**config.mk**
```make
export PLATFORM = sky130hd
export DESIGN_NAME = bucket_seed_sequencer
export DESIGN_NICKNAME = d
export VERILOG_FILES = /design/src/rtl/bucket_seed_sequencer.sv
export SDC_FILE = /design/constraint.sdc
export NUM_CORES = 2
export LEC_CHECK = 0
export CELL_PAD_IN_SITES_DETAIL_PLACEMENT = 0
export CELL_PAD_IN_SITES_GLOBAL_PLACEMENT = 2
export CORE_ASPECT_RATIO = 1.25
export CORE_MARGIN = 2
export CORE_UTILIZATION = 30
export CTS_BUF_LIST = sky130_fd_sc_hd__clkbuf_2
export DETAILED_ROUTE_END_ITERATION = 12
export DONT_BUFFER_PORTS = 1
export PLACE_DENSITY = 0.67
export RECOVER_POWER = 100
export REMOVE_ABC_BUFFERS = 1
export SETUP_SLACK_MARGIN = 0.5
export SLEW_MARGIN = 0
export SYNTH_ARGS = -nofsm -noshare
export SYNTH_HDL_FRONTEND = slang
export SYNTH_SLANG_ARGS = --single-unit
```
**constraint.sdc**
```tcl
create_clock -name Clock -period 5.3 [get_ports Clock]
set_input_delay 1.06 -clock Clock [delete_from_list [all_inputs] [get_ports Clock]]
set_output_delay 1.06 -clock Clock [all_outputs]
set_load 0.05 [all_outputs]
```
**src/rtl/bucket_seed_sequencer.sv**
```systemverilog
// bucket_seed_sequencer: emits per-path read then write (version, bucket ID) seeds in root-to-leaf order
module bucket_seed_sequencer #(
    parameter int ORAML = 31,
    parameter int AESEntropy = 64
) (
    input  logic                  Clock,
    input  logic                  Reset,
    input  logic [ORAML-1:0]      LeafIn,
    input  logic                  LeafValid,
    output logic                  LeafReady,
    input  logic [AESEntropy-1:0] HdrIV,
    input  logic                  HdrIVValid,
    output logic [AESEntropy-1:0] OutIV,
    output logic [ORAML:0]        OutBID,
    output logic                  OutValid,
    input  logic                  OutReady,
    output logic                  PathSeedsDone,
    output logic                  SeqError
);
    localparam int ORAMLogL = $clog2(ORAML + 1);
    localparam int CW = ORAMLogL + 1;
    localparam int EW = ORAMLogL + 2;
    localparam logic [CW-1:0] CapFull = CW'(ORAML + 1);
    localparam logic [EW-1:0] NumLvl = EW'(ORAML + 1);
    localparam logic [EW-1:0] LastSeed = EW'(2 * ORAML + 1);
    localparam logic [0:0] IDLE = 1'b0;
    localparam logic [0:0] RUN = 1'b1;

    logic [0:0] state;
    logic [ORAML-1:0] leaf;
    logic [AESEntropy-1:0] buffer [0:ORAML];
    logic [CW-1:0] capCnt;
    logic [EW-1:0] emitCnt, idx;
    logic [ORAMLogL-1:0] lvl;
    logic [AESEntropy-1:0] bufIV, incIV, nextIV;
    logic [ORAML:0] nextBID;
    logic xfer, isRead, eligible, capture, lastXfer, load;

    always_comb begin
        xfer = OutValid && OutReady;
        idx = emitCnt + EW'(xfer);
        isRead = idx < NumLvl;
        lvl = isRead ? ORAMLogL'(idx) : ORAMLogL'(idx - NumLvl);
        bufIV = buffer[lvl];
        incIV = bufIV + AESEntropy'(1);
        nextIV = isRead ? bufIV : (incIV == '0 ? AESEntropy'(1) : incIV);
        nextBID = ({{ORAML{1'b0}}, 1'b1} << lvl) | ({1'b0, leaf} >> (ORAMLogL'(ORAML) - lvl));
        // eligibility uses the registered capture count, so a fresh capture is seen one cycle later
        eligible = isRead ? (EW'(capCnt) > idx) : (capCnt == CapFull);
        capture = state == RUN && HdrIVValid && capCnt != CapFull;
        lastXfer = xfer && emitCnt == LastSeed;
        load = state == RUN && (!OutValid || xfer) && !lastXfer && eligible;
    end

    assign LeafReady = state == IDLE;

    always_ff @(posedge Clock)
        if (capture) buffer[capCnt[ORAMLogL-1:0]] <= HdrIV;

    always_ff @(posedge Clock or posedge Reset) begin
        if (Reset) begin
            state <= IDLE;
            leaf <= '0;
            capCnt <= '0;
            emitCnt <= '0;
            OutValid <= 1'b0;
            OutIV <= '0;
            OutBID <= '0;
            PathSeedsDone <= 1'b0;
            SeqError <= 1'b0;
        end else begin
            PathSeedsDone <= 1'b0;
            if (HdrIVValid && (state == IDLE || capCnt == CapFull)) SeqError <= 1'b1;
            if (state == IDLE) begin
                if (LeafValid) begin
                    leaf <= LeafIn;
                    capCnt <= '0;
                    emitCnt <= '0;
                    state <= RUN;
                end
            end else begin
                if (capture) capCnt <= capCnt + CW'(1);
                if (xfer) emitCnt <= emitCnt + EW'(1);
                if (lastXfer) begin
                    state <= IDLE;
                    OutValid <= 1'b0;
                    PathSeedsDone <= 1'b1;
                end else if (load) begin
                    OutValid <= 1'b1;
                    OutIV <= nextIV;
                    OutBID <= nextBID;
                end else if (xfer) begin
                    OutValid <= 1'b0;
                end
            end
        end
    end
endmodule
```
==> impl_results.md <==
- Worst hold path class: primary input to flop
- Yosys top cell area share: 0.682
- Slowest-stage cell, CP: or4_4
- CTS tree: built
- DRC viols: 0
- Slew margin rel.: -1.44
- Share of cells above drive strength 1: 0.361
- RSZ-0062 raised after global routing: true
- Mapped Area: 90,200 sq um
- Area of the multi-input gates: 25,400 sq um
- First DRT Iteration DRCs: 6,440
- Design Area, Final: 113,000 sq um
- Yosys warning total: 0
- Pre-antenna DRT Iters: 8
- Grt met3 use: 0.0372
- Layout Nets: 6,953
- Post-layout minimum cycle time: 5.49 ns
- CP max stage delay: 0.61 ns
- Final WL: 354,000 um
- Final Hold Vio Count: 0
- CTS max path bufs: 4
- Leak: 39.6 nW
- Placed Area: 102,000 sq um
- Port bufs: 0
- Row Count: 225
- Crit path buf inv count: 7
- Tot Pwr: 75.9 mW
- GRT Util Overall: 0.225
- Largest net degree at the start of global routing: 78
- Fin crit share: 1.04
- Skew-Pair Late Insertion Delay: 1.80 ns
- Final slew viol count: 1,874
- Antenna Nets Post-Route: 0
- Grt met2 use: 0.380
- Most frequent cells after synthesis: 2,048 x edfxtp_1, 503 x nand2_1, 287 x mux4_2
- Finished Layout Cells: 11,200
- Mean post-synth cell area: 16.7 sq um
- Root Buffer: clkbuf_2
- Synth-to-layout area growth: 25.1%
- Worst-path maximum fanout: 10
- FF+latch area: 65,100 sq um
- Run status: finished with violations
- Setup slack after layout: -0.188 ns
- Routability cong.: 0.947
- Post-synthesis sequential area ratio: 0.722
- Register bit total from synthesis: 2,192
- Via count: 59,900
- Initial antenna violation count: 35
- Worst EP required: 6.90 ns
- Failing checks: max-capacitance violations, max-slew violations, negative setup slack
- Worst setup path class: flop to flop
- Setup Skew: 0.195 ns
- Ys async rst share: 0.0657
- Worst-path clk slew: 0.11 ns
- Worst vdd ir: 492 uV
- Critical Path Sink Type: flop
- Cell Pwr Density: 673 nW/um^2
- Hpwl dp: 220,000 um
- Drt wl/cell: 31.6 um
- Post-synth cell types: 105
- Setup Viol. Count Final: 24
- Met1 Use GR: 0.278
- Die ar.: 305,000 sq um
- Cells after DPL: 9,941
- Startpoint Class: flop
- Vias in the first global route: 60,300
- Ports: 200
- Cell taking the most area after synthesis: edfxtp_1
- Mapped Cells: 5,388
- Number of synthesized flops with an enable pin: 2,048
- Die height: 617 um
- Starting Density: 0.301
- Global-route wire length before repair: 481,000 um
- Measured slew at the worst slew-check pin: 3.66 ns
- Max Clk Rate: 0.182 GHz
- Family with the most delay on the worst path: simple AND/OR/NAND/NOR gates
- Largest cells by area after synthesis: edfxtp_1 68%, mux4_2 7.2%, dfrtp_1 4.0%
- CTS buffer count: 533
- Core Region: 300,000 sq um
- Maxcap violations: 71
- Ys flop type: edfxtp_1
- Clk sinks: 2,192
- Most used routing layer: met2
- Fillers: 28,300
- Worst-path cell chain: buf_4, and3b_4, nor2_8, clkinv_16, buf_8, buf_12, buf_12, mux4_2, nor3_1, or4_4, o22a_4, nor4b_2, buf_4, nand4_1, a221oi_2, and3_1, nand4_1, nor4_4, buf_4, nand4_1, a21bo_1
- Most common cell in the netlist: edfxtp_1
- Vias per inst: 5.35
- H-tree Lvls: 6
- Die Wd: 494 um
- Critical path data arrival time: 7.09 ns
- Grt ovf: 0
[power by group]
part / switching, mW / internal, mW / total (mW)
Sequential: 1.76 / 20.3 / 22.1
Clock: 7.02 / 4.59 / 11.6
Combinational: 24.3 / 17.9 / 42.2
[registers in the layout (all words and copies together) (netlist names)]
register       flops
buffer          2048
capCnt             6
OutValid           1
state              1
PathSeedsDone      1
leaf              31
OutIV             64
emitCnt            7
OutBID            32
SeqError           1
[worst reg2reg max path: stages, from the launching register on]
cell	delay, ns
dfrtp_1	0.45
buf_4	0.19
and3b_4	0.23
nor2_8	0.21
clkinv_16	0.15
buf_8	0.18
buf_12	0.15
buf_12	0.15
mux4_2	0.34
nor3_1	0.04
or4_4	0.61
o22a_4	0.31
nor4b_2	0.31
buf_4	0.16
nand4_1	0.28
a221oi_2	0.35
and3_1	0.19
nand4_1	0.15
nor4_4	0.36
buf_4	0.17
nand4_1	0.13
a21bo_1	0.21
[area by class of cell]
class                           count  area share
Tap cell                         3972      0.0441
Inverter                           23     0.00139
Clock inverter                    158     0.00999
Clock buffer                      747      0.0331
Timing Repair Buffer             1268       0.109
Multi-Input combinational cell   2820       0.225
Timing Repair inverter              2    0.000222
Sequential cell                  2192       0.577
Antenna cell                       11    0.000244
[layer usage]
layer,wire [um],share of wire,vias up
met5,121,0.00034,-
met2,172000,0.49,2881
met4,20100,0.057,18
met1,135000,0.38,31300
met3,25900,0.073,758
li1,-,-,24900
[kinds of logic (layout without fill, tap and decap cells)]
group,after synthesis,count (layout),synth area share
flops,2192,2192,0.722
simple gates,1182,1183,0.0625
compound gates,889,890,0.0704
mux,641,641,0.112
buf+inv,378,2198,0.0223
xor+xnor,93,93,0.00920
fa+ha+maj,13,13,0.00180
other cells,0,11,0
[layout by cell type, fill, tap and decap left out, types with 32 or more instances in the layout]
| cell type | Yosys | final |
|---|---|---|
| a211oi_1 | 105 | 87 |
| a21oi_1 | 122 | 114 |
| a221oi_1 | 39 | 33 |
| a31oi_1 | 39 | 32 |
| and3_1 | 66 | 64 |
| buf_12 | 3 | 119 |
| buf_4 | 30 | 763 |
| buf_6 | 25 | 110 |
| clkbuf_1 | 136 | 43 |
| clkbuf_2 | 0 | 781 |
| clkinv_1 | 0 | 88 |
| dfrtp_1 | 144 | 143 |
| dlygate4sd3_1 | 0 | 149 |
| edfxtp_1 | 2048 | 2048 |
| mux2_2 | 68 | 65 |
| mux2i_1 | 285 | 280 |
| mux4_2 | 287 | 287 |
| nand2_1 | 503 | 481 |
| nand3_1 | 119 | 101 |
| nand4_1 | 34 | 34 |
| nor2_1 | 186 | 153 |
| nor2b_1 | 32 | 32 |
| nor3_1 | 79 | 63 |
| o21ai_0 | 164 | 123 |
| o22ai_1 | 40 | 34 |
[timing repair]
item / CTS / global route
endpoints found under the hold margin: 2256 / 0
endpoints found under the setup margin: 51 / 48
pin swaps: 94 / 99
cloned: 13 / 7
setup buffers: 88 / 60
hold buffers: 168 / 0
resized for setup: 318 / 298
[final timing paths]
path                             from   endpoint  slack [ns]  depth (start not counted)
setup / recovery           emitCnt[0]   OutIV[1]       -0.19                         21
hold / removal               OutReady   OutValid        0.27                          4
setup reg to reg           emitCnt[0]   OutIV[1]       -0.19                         21
hold reg to reg               leaf[0]    leaf[0]        0.51                          2
max in group asynchronous       Reset  OutIV[24]        1.59                          4
min in group asynchronous       Reset   leaf[13]        1.36                          4
[through the flow]
step | setup WS, ns | hold WS (ns) | setup TNS, ns | util
final | -0.188 | 0.272 | -0.965 | 0.376
after detailed placement | -1.28 | 0.489 | -24.34 | 0.342
after global routing | -0.269 | 0.140 | -4.23 | 0.376
after global placement | -1.34 | 0.481 | -24.74 | 0.342
after CTS | -0.132 | 0.000282 | -0.173 | 0.374
after floorplan | -19.67 | 0.446 | -1852.71 | -
No activity file was read; power rests on OpenSTA's default activity.
